`src/rtl/axis_flit_egress_buffer_if.sv`:
```
// AXI4-Stream bundle used by the flit egress buffer.
// Master drives payload and tvalid; slave drives tready.
interface axi_stream_interface #(
  parameter int DATA_W = 64,
  parameter int ID_W   = 8,
  parameter int DEST_W = 4,
  parameter int USER_W = 8
);
  logic [DATA_W-1:0]   tdata;
  logic [DATA_W/8-1:0] tstrb;
  logic [DATA_W/8-1:0] tkeep;
  logic                tlast;
  logic [ID_W-1:0]     tid;
  logic [DEST_W-1:0]   tdest;
  logic [USER_W-1:0]   tuser;
  logic                tvalid;
  logic                tready;

  modport master (
    output tdata, tstrb, tkeep, tlast,
    output tid, tdest, tuser, tvalid,
    input  tready
  );

  modport slave (
    input  tdata, tstrb, tkeep, tlast,
    input  tid, tdest, tuser, tvalid,
    output tready
  );
endinterface

```
`src/rtl/axis_flit_egress_buffer.sv`:
```
// OutPortSimple flit -> AXI4-Stream FIFO bridge with stats.
// Define AXIS_STORE_FORWARD_EN to hold packets until a tail is buffered.
`ifndef DEST_BITS
`define DEST_BITS 4
`endif
`ifndef VC_BITS
`define VC_BITS 2
`endif

module axis_flit_egress_buffer #(
  parameter int DATA_W    = 64,
  parameter int ID_W      = 8,
  parameter int DEST_W    = 4,
  parameter int USER_W    = 8,
  parameter int DEST_BITS = `DEST_BITS,
  parameter int VC_BITS   = `VC_BITS,
  parameter int DEPTH     = 4,
  parameter int STRB_W    = DATA_W / 8,
  parameter int FLIT_DATA_W =
    USER_W + DEST_W + ID_W + 1 + 2 * STRB_W + DATA_W,
  parameter int FLIT_W =
    FLIT_DATA_W + 2 + DEST_BITS + VC_BITS,
  parameter int OCC_W = $clog2(DEPTH + 1)
) (
  input  logic              CLK,
  input  logic              RST,
  input  logic [FLIT_W-1:0] get_flit,
  input  logic              get_flit_valid,
  output logic              get_flit_ready,
  axi_stream_interface.master axis,
  output logic [OCC_W-1:0]  occupancy,
  output logic [15:0]       pkt_count,
  output logic              tail_err
);
  localparam int PTR_W  = $clog2(DEPTH);
  localparam int LAST_B = DATA_W + 2 * STRB_W;
  localparam int ID_B   = LAST_B + 1;
  localparam int DEST_B = ID_B + ID_W;
  localparam int USER_B = DEST_B + DEST_W;

  logic [FLIT_DATA_W-1:0] mem_q [DEPTH];
  logic [PTR_W-1:0] wr_ptr_q, wr_ptr_d;
  logic [PTR_W-1:0] rd_ptr_q, rd_ptr_d;
  logic [OCC_W-1:0] occ_q, occ_d;
  logic [15:0]      pkt_q, pkt_d;
  logic             terr_q, terr_d;

  logic [FLIT_DATA_W-1:0] wdata;
  logic [FLIT_DATA_W-1:0] rdata;
  logic tail_in;
  logic wr_en;
  logic rd_en;
  logic tvalid;
  logic unused_flit_bits;

  assign wdata   = get_flit[FLIT_DATA_W-1:0];
  assign tail_in = get_flit[FLIT_W-2];
  assign unused_flit_bits = ^{get_flit[FLIT_W-1],
    get_flit[FLIT_W-3:FLIT_DATA_W]};

  assign get_flit_ready = (occ_q < OCC_W'(DEPTH));
  assign wr_en = get_flit_valid && get_flit_ready;
  assign rd_en = tvalid && axis.tready;
  assign rdata = mem_q[rd_ptr_q];

`ifdef AXIS_STORE_FORWARD_EN
  logic [OCC_W-1:0] tails_q, tails_d;
  logic tail_wr;
  logic last_rd;

  assign tail_wr = wr_en && tail_in;
  assign last_rd = rd_en && rdata[LAST_B];
  // Full with no tail: release cut-through or nothing ever drains.
  assign tvalid = (occ_q != '0) &&
    (tails_q != '0 || occ_q == OCC_W'(DEPTH));

  always_comb begin
    tails_d = tails_q;
    unique case ({tail_wr, last_rd})
      2'b10:   tails_d = tails_q + OCC_W'(1);
      2'b01:   tails_d = tails_q - OCC_W'(1);
      default: tails_d = tails_q;
    endcase
  end

  always_ff @(posedge CLK) begin
    if (RST) tails_q <= '0;
    else     tails_q <= tails_d;
  end
`else
  assign tvalid = (occ_q != '0);
`endif

  always_comb begin
    wr_ptr_d = wr_ptr_q;
    rd_ptr_d = rd_ptr_q;
    occ_d    = occ_q;
    pkt_d    = pkt_q;
    terr_d   = terr_q;
    if (wr_en) begin
      wr_ptr_d = wr_ptr_q + PTR_W'(1);
      if (tail_in != wdata[LAST_B]) terr_d = 1'b1;
    end
    if (rd_en) begin
      rd_ptr_d = rd_ptr_q + PTR_W'(1);
      if (rdata[LAST_B]) pkt_d = pkt_q + 16'd1;
    end
    unique case ({wr_en, rd_en})
      2'b10:   occ_d = occ_q + OCC_W'(1);
      2'b01:   occ_d = occ_q - OCC_W'(1);
      default: occ_d = occ_q;
    endcase
  end

  always_ff @(posedge CLK) begin
    if (RST) begin
      wr_ptr_q <= '0;
      rd_ptr_q <= '0;
      occ_q    <= '0;
      pkt_q    <= '0;
      terr_q   <= 1'b0;
    end else begin
      wr_ptr_q <= wr_ptr_d;
      rd_ptr_q <= rd_ptr_d;
      occ_q    <= occ_d;
      pkt_q    <= pkt_d;
      terr_q   <= terr_d;
    end
  end

  always_ff @(posedge CLK) begin
    if (wr_en) mem_q[wr_ptr_q] <= wdata;
  end

  assign axis.tvalid = tvalid;
  assign axis.tdata  = rdata[DATA_W-1:0];
  assign axis.tstrb  = rdata[DATA_W+:STRB_W];
  assign axis.tkeep  = rdata[DATA_W+STRB_W+:STRB_W];
  assign axis.tlast  = rdata[LAST_B];
  assign axis.tid    = rdata[ID_B+:ID_W];
  assign axis.tdest  = rdata[DEST_B+:DEST_W];
  assign axis.tuser  = rdata[USER_B+:USER_W];

  assign occupancy = occ_q;
  assign pkt_count = pkt_q;
  assign tail_err  = terr_q;
endmodule

```
`src/flat_wrapper.sv`:
```
// flat-port wrapper written by rule: the top's interface ports become plain ports
module axis_flit_egress_buffer_flat 
#(
  parameter int DATA_W    = 64,
  parameter int ID_W      = 8,
  parameter int DEST_W    = 4,
  parameter int USER_W    = 8,
  parameter int DEST_BITS = `DEST_BITS,
  parameter int VC_BITS   = `VC_BITS,
  parameter int DEPTH     = 4,
  parameter int STRB_W    = DATA_W / 8,
  parameter int FLIT_DATA_W =
    USER_W + DEST_W + ID_W + 1 + 2 * STRB_W + DATA_W,
  parameter int FLIT_W =
    FLIT_DATA_W + 2 + DEST_BITS + VC_BITS,
  parameter int OCC_W = $clog2(DEPTH + 1)
)
  (CLK, RST, get_flit, get_flit_valid, get_flit_ready, occupancy, pkt_count, tail_err, axis_tdata, axis_tstrb, axis_tkeep, axis_tlast, axis_tid, axis_tdest, axis_tuser, axis_tvalid, axis_tready);
  axi_stream_interface #(.DATA_W(DATA_W), .ID_W(ID_W), .DEST_W(DEST_W), .USER_W(USER_W)) axis_i ();
  input  logic CLK;
  input  logic RST;
  input  logic [FLIT_W-1:0] get_flit;
  input  logic get_flit_valid;
  output logic get_flit_ready;
  output logic [OCC_W-1:0] occupancy;
  output logic [15:0] pkt_count;
  output logic tail_err;
  output wire logic [$bits(axis_i.tdata)-1:0] axis_tdata;
  output wire logic [$bits(axis_i.tstrb)-1:0] axis_tstrb;
  output wire logic [$bits(axis_i.tkeep)-1:0] axis_tkeep;
  output wire logic [$bits(axis_i.tlast)-1:0] axis_tlast;
  output wire logic [$bits(axis_i.tid)-1:0] axis_tid;
  output wire logic [$bits(axis_i.tdest)-1:0] axis_tdest;
  output wire logic [$bits(axis_i.tuser)-1:0] axis_tuser;
  output wire logic [$bits(axis_i.tvalid)-1:0] axis_tvalid;
  input wire logic [$bits(axis_i.tready)-1:0] axis_tready;
  assign axis_tdata = axis_i.tdata;
  assign axis_tstrb = axis_i.tstrb;
  assign axis_tkeep = axis_i.tkeep;
  assign axis_tlast = axis_i.tlast;
  assign axis_tid = axis_i.tid;
  assign axis_tdest = axis_i.tdest;
  assign axis_tuser = axis_i.tuser;
  assign axis_tvalid = axis_i.tvalid;
  assign axis_i.tready = axis_tready;
  axis_flit_egress_buffer #(.DATA_W(DATA_W), .ID_W(ID_W), .DEST_W(DEST_W), .USER_W(USER_W), .DEST_BITS(DEST_BITS), .VC_BITS(VC_BITS), .DEPTH(DEPTH), .STRB_W(STRB_W), .FLIT_DATA_W(FLIT_DATA_W), .FLIT_W(FLIT_W), .OCC_W(OCC_W)) u_core (.CLK(CLK), .RST(RST), .get_flit(get_flit), .get_flit_valid(get_flit_valid), .get_flit_ready(get_flit_ready), .axis(axis_i), .occupancy(occupancy), .pkt_count(pkt_count), .tail_err(tail_err));
endmodule
```
`config.mk`:
```
export PLATFORM = sky130hd
export DESIGN_NAME = axis_flit_egress_buffer_flat
export DESIGN_NICKNAME = d
export VERILOG_FILES = /design/src/rtl/axis_flit_egress_buffer_if.sv /design/src/rtl/axis_flit_egress_buffer.sv /design/src/flat_wrapper.sv
export SDC_FILE = /design/constraint.sdc
export NUM_CORES = 1
export LEC_CHECK = 0
export CORE_UTILIZATION = 54
export CTS_CLUSTER_DIAMETER = 100
export CTS_CLUSTER_SIZE = 14
export DETAILED_ROUTE_END_ITERATION = 8
export GPL_TIMING_DRIVEN = 0
export PLACE_DENSITY = 0.8
export SLEW_MARGIN = 20
export SYNTH_ARGS = -nofsm -noshare
export SYNTH_HDL_FRONTEND = slang
export SYNTH_SLANG_ARGS = --single-unit
```
`constraint.sdc`:
```
create_clock -name CLK -period 4.5 [get_ports CLK]
set_input_delay 0.45 -clock CLK [delete_from_list [all_inputs] [get_ports CLK]]
set_output_delay 0.45 -clock CLK [all_outputs]
set_load 0.02 [all_outputs]
```
Word level (Yosys, flattened, before mapping) --
Memories as Yosys holds them, arrays and structs flattened. A register that Yosys moved wholly into a read port is not among the register bits. Cells that the tools add are included.
Cells by class: equal/unequal tests 3, add/sub/neg operators 5, magnitude comparators 1, bitwise gates (word level) 0, div/mod/pow operators 0, shifts and indexed selects 0, multipliers 0, mux-type cells 5, reduce and logical (&&, ||, !) cells 6
Operators with widths (number):
- adder 16 x 1 -> 16 bit (second input constant) | 1
- case mux 3 bit (2 select lines) | 1
- adder 2 x 1 -> 2 bit (second input constant) | 2
- two-way mux 2 bit | 2
- AND reduction 2 bit | 2
- adder 3 x 1 -> 3 bit (second input constant) | 1
- less-than comparator 3 bit (second input constant) | 1
- nonzero test 3 bit | 1
- subtractor 3 x 1 -> 3 bit (second input constant) | 1
- equality test 2 x 1 -> 1 bit (second input constant) | 1
- equality test 2 bit (second input constant) | 1
- logical AND 1 bit | 2
- two-way mux 1 bit | 2
- nonzero test 2 bit | 1
- != test 1 bit | 1
Storage, ports and cells: word-level logic and storage cells 26, latch bits 0, memories kept 1, RAM bits 404, output and inout bits 123, memory bits (read-only) 0, register bits after elaboration 24, bits of input ports 113
Memories:
- u_core.mem_q | words 4, width 101, read ports 1, clocked after Yosys merged registers in 1, write ports 1, RTL line axis_flit_egress_buffer.sv:41 | logic [FLIT_DATA_W-1:0] mem_q [DEPTH];

Logic depth before layout (Yosys ltp) --
depth in word-level cells 4, depth in mapped cells 9, depth with buffers taken out 8

Least setup slack after synthesis --
Ideal clock, no wire load.
kind input-to-reg, from input port get_flit_valid, to memory u_core.mem_q[1][0] in the netlist's numbering, enable pin, stages 3, arrival 3188 ps, library setup time 471 ps, path slack 841 ps, data required time 4029 ps, buffers on the path 1, path through nor2b_1 > clkbuf_1 > and2_1
Between the ends: longest elaborated chain between the ends 3
RTL lines:
- from (decl) | RTL line flat_wrapper.sv:23 | input logic get_flit_valid;
- logical AND 1 bit | RTL line axis_flit_egress_buffer.sv:62 | assign wr_en = get_flit_valid && get_flit_ready;
- two-way mux 1 bit | RTL line axis_flit_egress_buffer.sv:132 | if (wr_en) mem_q[wr_ptr_q] <= wdata;
- two-way mux 1 bit (not written as such) | RTL line axis_flit_egress_buffer.sv:132
- to (decl) | RTL line axis_flit_egress_buffer.sv:41
Every way passes these cells.

==> results.py <==
metrics = {
    "run_status": {
        "status": "finished clean",
    },
    "timing": {
        "hold_viol": 0,
        "min_period_ps": 3597,
        "setup_violations": 0,
        "fmax_ghz": 0.2780,
        "slew_headroom_pct": 45.71,
        "slew_violations": 0,
        "skew_ps": 13.08,
        "rsz0062_at_grt": "false",
        "finalCritPeriodShare_pct": 79.93,
        "worstMarginPinSlew_ps": 814.3,
    },
    "clock_tree": {
        "htree_levels": 2,
        "cts.repair.resized": 0,
        "cts_made_buffers": 36,
        "cts.clk_slew.worst_paths_ps": 60,
        "cts_max_path_buffers": 3,
        "post-cts-setup-buffer-count": 0,
        "cts_tree": "yes",
        "clock-sinks": 430,
        "clock_latency_ps": 510,
        "postCtsHoldBufs": 0,
        "cts_root_buffer": "clkbuf_16",
    },
    "hold_path": {
        "hold_path_class": "primary input to register",
        "hold_start": "RST",
        "hold_end": "u_core.pkt_count[4]",
        "hold_depth": 2,
    },
    "job": {
        "max-cap-violations": 0,
    },
    "route": {
        "wirelength_um": 29250,
        "vias": 7519,
        "ant_nets": 0,
        "drt_iter0_markers": 471,
        "drc": 0,
        "routed_via_density": 5.615,
        "drt-pass1-iter-count": 5,
        "post_drt_wl_per_cell_um": 21.84,
    },
    "global_routing": {
        "grt_max_degree": 46,
        "grt_pass1_wl_um": 45580,
        "grt_usage_pct": 20.04,
        "globalRouteOverflowTotal": 0,
        "met2_usage_pct": 33.48,
        "antenna_found_initial": 1,
        "use_met3_pct": 4.376,
        "grtUsageMet1_pct": 26.93,
        "grt_pass1_vias": 7930,
        "busiest_layer": "met2",
    },
    "final_layout": {
        "nets": 1061,
        "seq_area_um2": 12650,
        "utilization_pct": 68.55,
        "drive_gt1_share_pct": 17.40,
        "final_cell_mix": "edfxtp_1 (404), clkdlybuf4s50_1 (227), mux4_2 (101)",
        "final_common_cell": "edfxtp_1",
        "fin_area_um2": 19680,
        "nFillCells": 1797,
        "area_growth_pct": 25.12,
        "multi_input_area_um2": 2929,
    },
    "power": {
        "power_density_nw_per_um2": 566.5,
        "vdd_ir_drop_max_v": 0.0004185,
        "p_leak_uw": 0.006196,
        "total_power_uw": 11150,
    },
    "logic_synthesis": {
        "yosys_warnings": 0,
        "syn-num-nets": 788,
        "syn_inst": 668,
        "synth.avg_cell_area_um2": 23.54,
        "netlist_area_um2": 15730,
        "synth_seq_cells": 430,
        "synth-seq-area-share_pct": 80.46,
        "synth_cell_types": 26,
    },
    "floorplanning": {
        "core_area_um2": 28700,
        "ios": 236,
        "die_x_um": 172.6,
        "start_util_pct": 54.79,
        "row_count": 62,
        "dieHeight_um": 172.6,
        "die_area_um2": 29810,
    },
    "placed_design": {
        "io_buffers": 227,
        "place_hpwl_um": 18360,
        "place.gp.congestion": 0.7635,
        "place_area_um2": 18660,
    },
    "critical_path": {
        "critPathRequiredTime_ps": 4050,
        "start_kind": "register",
        "reg2reg_depth": 8,
        "worstReg2RegStart": "u_core.occupancy[2]",
        "reg2reg_to": "u_core.occupancy[2]",
        "critPathKind": "register to output port",
        "setup.worst_path.end_class": "output port",
        "crit_path_max_fanout": 10,
        "r2r_slack_ps": 2370,
        "cp.arrival_ps": 3150,
    },
}
flip-flops by register name, summed over array words and instances, names as in the netlist, named ones only:
name / flops
u_core.wr_ptr_q: 2
u_core.occupancy: 3
u_core.mem_q: 404
u_core.pkt_count: 16
u_core.rd_ptr_q: 2
u_core.tail_err: 1
power breakdown:
group          total (uW)  switching, uW  internal [uW]
Combinational        3370           1710           1660
Sequential           4970            113           4860
Clock                2800           1270           1530
per-layer routing:
layer  vias up  part of all wire [%]
met5         -                     0
met1      3891                    41
met2       234                    50
li1       3350                     -
met4         0                   2.1
met3        44                   6.0
Yosys cell counts (all sizes together):
master / instances / share of area, %
and3: 3 / 0.12
buf: 15 / 0.45
a21oi: 15 / 0.48
xnor2: 2 / 0.11
dfxtp: 26 / 3.3
ha: 6 / 0.48
nand4: 5 / 0.24
fa: 1 / 0.13
o21ai: 5 / 0.16
o31ai: 6 / 0.29
o31a: 1 / 0.056
and4: 2 / 0.11
nand2: 7 / 0.17
mux4: 101 / 14
inv: 9 / 0.21
clkbuf: 13 / 0.31
or3: 5 / 0.20
nand3: 7 / 0.22
or4: 6 / 0.29
xor2: 9 / 0.50
edfxtp: 404 / 77
and2: 4 / 0.16
nor2b: 1 / 0.040
nor2: 15 / 0.36
critical path: stages (launching register included):
cell and delay [ps]:
dfxtp_1 350, clkbuf_1 630, buf_2 500, mux4_2 590
clkdlybuf4s50_1 570
metrics by stage:
step | hold slack [ps] | std cells | setup slack, ps | TNS, ps
global route | 292.5 | 1339 | 730.6 | 0
floorplan | 484.7 | 668 | 840.7 | 0
CTS | 275.5 | 1338 | 807.9 | 0
finish | 290.7 | 1339 | 903.0 | 0
detailed placement | 469.2 | 1287 | 1370 | 0
global placement | 462.5 | 1279 | -1526 | -599930
layout make-up:
class	count	share of cell area, %
flip-flops and latches	430	64.31
repair buffers	235	12.44
clock inverters	2	0.08903
plain buffers	28	0.6105
inverters	9	0.1717
diodes	1	0.01272
well taps	384	2.442
multi-input cells	201	14.89
clock buffers	49	5.043
cell families after synthesis:
group                    after synthesis  synth area share [%]
flip-flops                           430                 80.46
multiplexers                         101                 14.47
AND/OR/NAND/NOR                       55                 1.902
buffers and inverters                 37                0.9787
AO/OA/AOI/OAI                         27                0.9786
XOR/XNOR                              11                0.6127
adder cells (fa/ha/maj)                7                0.6047
how the worst max path moves through the flow:
| stage | slack, ps | end | depth (start not counted) |
|---|---|---|---|
| finish | 900 | axis_tdata[56] | 4 |
| CTS | 810 | axis_tdata[56] | 4 |
| global placement | -1530 | u_core.mem_q[0][12] | 4 |
| detailed placement | 1370 | axis_tdata[56] | 4 |
| global route | 730 | axis_tdata[51] | 4 |
| floorplan | 840 | u_core.mem_q[1][0] | 3 |
Power figures use the tool's default switching activity.
